### src/rtl/sdram_port_arbiter.sv
// Two-client round-robin front end for the SDRAM core control port.
// One transaction is outstanding at a time. Each completion or timeout is
// returned to the client that owns the transaction as a registered pulse.
module sdram_port_arbiter #(
    parameter int unsigned ADDR_W  = 24,
    parameter int unsigned DATA_W  = 16,
    parameter int unsigned TIMEOUT = 64,
    localparam int unsigned BE_W   = DATA_W / 8
) (
    input  logic              clk,
    input  logic              rst,
    // client 0
    input  logic              c0_req,
    input  logic              c0_rd,
    input  logic [BE_W-1:0]   c0_wr,
    input  logic [ADDR_W-1:0] c0_addr,
    input  logic [DATA_W-1:0] c0_wdata,
    output logic              c0_gnt,
    output logic [DATA_W-1:0] c0_rdata,
    output logic              c0_rvalid,
    output logic              c0_wvalid,
    output logic              c0_err,
    // client 1
    input  logic              c1_req,
    input  logic              c1_rd,
    input  logic [BE_W-1:0]   c1_wr,
    input  logic [ADDR_W-1:0] c1_addr,
    input  logic [DATA_W-1:0] c1_wdata,
    output logic              c1_gnt,
    output logic [DATA_W-1:0] c1_rdata,
    output logic              c1_rvalid,
    output logic              c1_wvalid,
    output logic              c1_err,
    // SDRAM core control port
    output logic              mem_rd,
    output logic [BE_W-1:0]   mem_wr,
    output logic [ADDR_W-1:0] mem_addr,
    output logic [DATA_W-1:0] mem_wdata,
    input  logic              mem_rdy,
    input  logic              mem_rvalid,
    input  logic              mem_wvalid,
    input  logic [DATA_W-1:0] mem_rdata
);

    localparam int unsigned CNT_W = (TIMEOUT > 1) ? $clog2(TIMEOUT) : 1;
    localparam logic [CNT_W-1:0] CNT_LAST = CNT_W'(TIMEOUT - 1);

    typedef enum logic [1:0] {StIdle, StIssue, StWait} state_e;

    state_e              state_q, state_d;
    logic                last_owner_q, last_owner_d;
    logic                owner_q, owner_d;
    logic                rd_q, rd_d;
    logic [BE_W-1:0]     wr_q, wr_d;
    logic [ADDR_W-1:0]   addr_q, addr_d;
    logic [DATA_W-1:0]   wdata_q, wdata_d;
    logic [CNT_W-1:0]    cnt_q, cnt_d;
    logic [1:0]          rvalid_q, rvalid_d;
    logic [1:0]          wvalid_q, wvalid_d;
    logic [1:0]          err_q, err_d;
    logic [DATA_W-1:0]   rdata0_q, rdata0_d;
    logic [DATA_W-1:0]   rdata1_q, rdata1_d;

    logic valid0, valid1, grant_any, win, mem_accept;

    // A request without rd or any byte enable is not a transaction.
    assign valid0    = c0_req & (c0_rd | (|c0_wr));
    assign valid1    = c1_req & (c1_rd | (|c1_wr));
    assign grant_any = (state_q == StIdle) & (valid0 | valid1);
    // On a tie the port that did not own the previous transaction wins.
    assign win       = (valid0 & valid1) ? ~last_owner_q : valid1;

    // Grant pulses are combinational; held low while reset is asserted.
    assign c0_gnt = grant_any & ~win & ~rst;
    assign c1_gnt = grant_any & win & ~rst;

    assign mem_rd     = (state_q == StIssue) & rd_q;
    assign mem_wr     = (state_q == StIssue) ? wr_q : '0;
    assign mem_addr   = addr_q;
    assign mem_wdata  = wdata_q;
    assign mem_accept = mem_rdy & (mem_rd | (|mem_wr));

    assign c0_rvalid = rvalid_q[0];
    assign c1_rvalid = rvalid_q[1];
    assign c0_wvalid = wvalid_q[0];
    assign c1_wvalid = wvalid_q[1];
    assign c0_err    = err_q[0];
    assign c1_err    = err_q[1];
    assign c0_rdata  = rdata0_q;
    assign c1_rdata  = rdata1_q;

    // Next-state: arbitration, capture, issue handshake and completion routing.
    always_comb begin
        state_d      = state_q;
        last_owner_d = last_owner_q;
        owner_d      = owner_q;
        rd_d         = rd_q;
        wr_d         = wr_q;
        addr_d       = addr_q;
        wdata_d      = wdata_q;
        cnt_d        = cnt_q;
        rvalid_d     = '0;
        wvalid_d     = '0;
        err_d        = '0;
        rdata0_d     = '0;
        rdata1_d     = '0;
        unique case (state_q)
            StIdle: begin
                if (grant_any) begin
                    owner_d      = win;
                    last_owner_d = win;
                    rd_d         = win ? c1_rd : c0_rd;
                    // A read with byte enables set is issued as a pure read.
                    wr_d         = rd_d ? '0 : (win ? c1_wr : c0_wr);
                    addr_d       = win ? c1_addr : c0_addr;
                    wdata_d      = win ? c1_wdata : c0_wdata;
                    state_d      = StIssue;
                end
            end
            StIssue: begin
                // Core busy (e.g. refresh) just stalls here; no timeout applies.
                if (mem_accept) begin
                    state_d = StWait;
                    cnt_d   = '0;
                end
            end
            StWait: begin
                cnt_d = cnt_q + CNT_W'(1);
                // A completion arriving on the timeout cycle takes priority.
                if (mem_rvalid) begin
                    state_d           = StIdle;
                    rvalid_d[owner_q] = 1'b1;
                    if (owner_q) begin
                        rdata1_d = mem_rdata;
                    end else begin
                        rdata0_d = mem_rdata;
                    end
                end else if (mem_wvalid) begin
                    state_d           = StIdle;
                    wvalid_d[owner_q] = 1'b1;
                end else if (cnt_q == CNT_LAST) begin
                    state_d        = StIdle;
                    err_d[owner_q] = 1'b1;
                end
            end
            default: state_d = StIdle;
        endcase
    end

    // State and registered outputs; reset abandons any transaction in flight.
    always_ff @(posedge clk or posedge rst) begin
        if (rst) begin
            state_q      <= StIdle;
            last_owner_q <= 1'b1;
            owner_q      <= 1'b0;
            rd_q         <= 1'b0;
            wr_q         <= '0;
            addr_q       <= '0;
            wdata_q      <= '0;
            cnt_q        <= '0;
            rvalid_q     <= '0;
            wvalid_q     <= '0;
            err_q        <= '0;
            rdata0_q     <= '0;
            rdata1_q     <= '0;
        end else begin
            state_q      <= state_d;
            last_owner_q <= last_owner_d;
            owner_q      <= owner_d;
            rd_q         <= rd_d;
            wr_q         <= wr_d;
            addr_q       <= addr_d;
            wdata_q      <= wdata_d;
            cnt_q        <= cnt_d;
            rvalid_q     <= rvalid_d;
            wvalid_q     <= wvalid_d;
            err_q        <= err_d;
            rdata0_q     <= rdata0_d;
            rdata1_q     <= rdata1_d;
        end
    end

endmodule
### config.mk
export PLATFORM = sky130hd
export DESIGN_NAME = sdram_port_arbiter
export DESIGN_NICKNAME = d
export VERILOG_FILES = /design/src/rtl/sdram_port_arbiter.sv
export SDC_FILE = /design/constraint.sdc
export NUM_CORES = 1
export LEC_CHECK = 0
export ABC_AREA = 1
export BUFFER_PORTS_ARGS = -buffer_cell sky130_fd_sc_hd__buf_2
export CORE_AREA = 2 2 107 109
export CTS_CLUSTER_SIZE = 14
export DETAILED_ROUTE_END_ITERATION = 12
export DIE_AREA = 0 0 109 111
export MAX_ROUTING_LAYER = met4
export PLACE_DENSITY = 0.66
export SLEW_MARGIN = 0
export SYNTH_ARGS = -nofsm -noshare
export SYNTH_HDL_FRONTEND = slang
export SYNTH_SLANG_ARGS = --single-unit
### constraint.sdc
create_clock -name clk -period 3 [get_ports clk]
set_input_delay 0.3 -clock clk [delete_from_list [all_inputs] [get_ports clk]]
set_output_delay 0.3 -clock clk [all_outputs]
set_load 0.005 [all_outputs]
==> flow_metrics.tcl <==
set metrics [dict create \
    viasPerCell 4.948 \
    status "finished, final reports clean" \
    rrSetupSlack_ns 0.96 \
    period_minus_slack_ns 2.120 \
    drive_gt1_share_pct 37.17 \
    reg2reg_depth 7 \
    dr.pass1.iters 4 \
    htreeDepth 3 \
    slew_violations 0 \
    syn_avg_cell_area_um2 9.191 \
    startpoint_type "register" \
    wl_um 11210 \
    io_buffers 191 \
    r2r_end "wr_q[0]" \
    final_common_cell "buf_2" \
    io_pins 192 \
    clock_sinks 91 \
    grt_usage_pct 18.99 \
    fin_crit_sh_pct 70.67 \
    clockBufferDepth 2 \
    final.setup.tns_ns 0 \
    synth_warnings 0 \
    syn_nets 532 \
    final_cell_mix "191 x buf_2, 90 x nand3_1, 90 x dfrtp_1" \
    ctsResizeCount 0 \
    overflow 0 \
    critPathKind "reg -> out" \
    cts_made_buffers 9 \
    rsz0062_at_grt "false" \
    report.final.setup_viol 0 \
    ir_drop_v 0.0002661 \
    p_per_area_nw_per_um2 483.1 \
    die-area_um2 12100 \
    yosys.cell_types.count 26 \
    critPathArrivalTime_ns 1.82 \
    fin_nets 713 \
    crit_fanout 44 \
    synth_seq_area_share_pct 58.74 \
    grt_pass1_wl_um 17350 \
    rows 39 \
    cts-root-buf "clkbuf_16" \
    end_kind "output port" \
    post-dp-hpwl_um 8149 \
    drc 0 \
    clock_latency_ns 0.33 \
    hold_viol 0 \
    first_iter_violations 205 \
    netlist_area_um2 3879 \
    wl_per_cell_um 14.92 \
    die_y_um 111 \
    ys_ff_latch 91 \
    cap_viol_max_count 0 \
    whs_ns 0.03733 \
    ant_nets 0 \
    grt_pass1_vias 3482 \
    antenna_found_initial 0 \
    die_w_um 109 \
    syn_inst 422 \
    area_delta_synth_final_pct 34.61 \
    clkSlewWorstSetupHoldPaths_ns 0.07 \
    grt_max_degree 59 \
    cts_hold_buf 0 \
    fin_skew_ns 0.007073 \
    cts_setup_buffers 0 \
    p_leak_nw 3.036 \
    worst_slew_pin_slew_ns 0.7330 \
    tritoncts "done" \
    antennaDiodeCount 0 \
    start_util_pct 35.02 \
    timing.fmax_mhz 471.7 \
    hp-class "in -> async" \
    rr_startpoint "last_owner_q" \
    core_area_um2 11080 \
    worstPathRequired_ns 2.70 \
    gp_congestion 0.8106 \
    slew_headroom_pct 51.06 \
    vias 3716 \
    total_power_w 0.002522 \
]
==> worst max-delay path by stage <==
stage	from	to	slack [ns]	cells past startpoint
floorplan	rst	c0_rdata[0]	0.34	1
finish	state_q[0]	c0_gnt	0.88	6
global route	state_q[0]	c0_gnt	0.72	6
CTS	last_owner_q	c0_gnt	0.85	5
detailed placement	last_owner_q	wr_q[0]	0.95	7
global placement	last_owner_q	wr_q[1]	1.01	7
==> report_power, final <==
group | leakage, nW | internal [W] | switching, W
clock network | 0.147 | 0.000674 | 0.000472
registers | 1.23 | 0.00123 | 0
logic | 1.66 | 0.0000617 | 0.0000879
total | 3.04 | 0.00196 | 0.000560
==> cells in the mapped netlist <==
cell / instances / area (µm²)
buf_1: 2 / 7.510
inv_1: 31 / 116.4
clkbuf_1: 4 / 15.01
a31oi_1: 1 / 6.260
a21oi_1: 1 / 5.000
nand3_1: 90 / 450.4
nand2_2: 3 / 18.77
buf_2: 16 / 80.08
nand2_1: 70 / 262.8
ha_1: 1 / 12.51
o21ai_0: 2 / 10.01
nand3b_1: 1 / 7.510
xnor2_1: 1 / 8.760
nor3_1: 4 / 20.02
inv_2: 3 / 11.26
nand3_2: 1 / 10.01
a21boi_4: 1 / 18.77
o21ai_1: 2 / 10.01
nor2_2: 2 / 12.51
nand4_1: 40 / 250.2
nor3_2: 2 / 20.02
xor2_1: 2 / 17.52
nor2_1: 46 / 172.7
dfstp_2: 1 / 26.28
buf_6: 5 / 56.30
dfrtp_1: 90 / 2252
==> metal layers <==
metal,GRT usage [%],vias up,wire [µm],share of wire [%]
met4,6.838,0,191,1.7
met5,-,-,0,0
met1,24.78,1725,4880,44
met3,3.645,16,1001,8.9
met2,29.36,203,5133,46
li1,-,1772,-,-
==> area by class of cell <==
class / instances / area (µm²)
clock buffer: 11 / 242.7
multi-input combinational: 270 / 1319
clock inverter: 5 / 60.06
fill: 1070 / 5856
tap: 143 / 178.9
timing repair buffer: 197 / 1013
sequential: 91 / 2278
inverter: 34 / 128.9
==> critical path, stage by stage (launching register included) <==
cell     delay, ns
dfrtp_1       0.42
nor2_4        0.14
nand2_2       0.07
inv_2         0.53
nand2_1       0.11
nor2_1        0.11
buf_2         0.11
==> flip-flops by register name, summed over array words and instances (netlist names), 2 cells and up <==
signal	count
c1_rdata	16
wr_q	2
mem_wdata	16
err_q	2
state_q	2
mem_addr	24
c0_rdata	16
wvalid_q	2
rvalid_q	2
cnt_q	6
==> per-stage QoR <==
stage	util, %	instance area, µm²	cells	setup slack, ns
global placement	44.40	4918	735	1.015
CTS	47.14	5221	751	0.8472
global route	47.14	5221	751	0.7240
finish	47.14	5221	751	0.8798
floorplan	-	3879	422	0.3380
detailed placement	44.40	4918	735	0.9510
==> cells by family after synthesis <==
group	count (synthesis)	synth area share (%)
AOI/OAI and AO/OA	7	1.290
xor gates and xnor gates	3	0.6775
adders and majority gates	1	0.3225
buffers and inverters	61	7.387
DFF	91	58.74
and+or+nand+nor	259	31.58
Power figures use the tool's default switching activity.
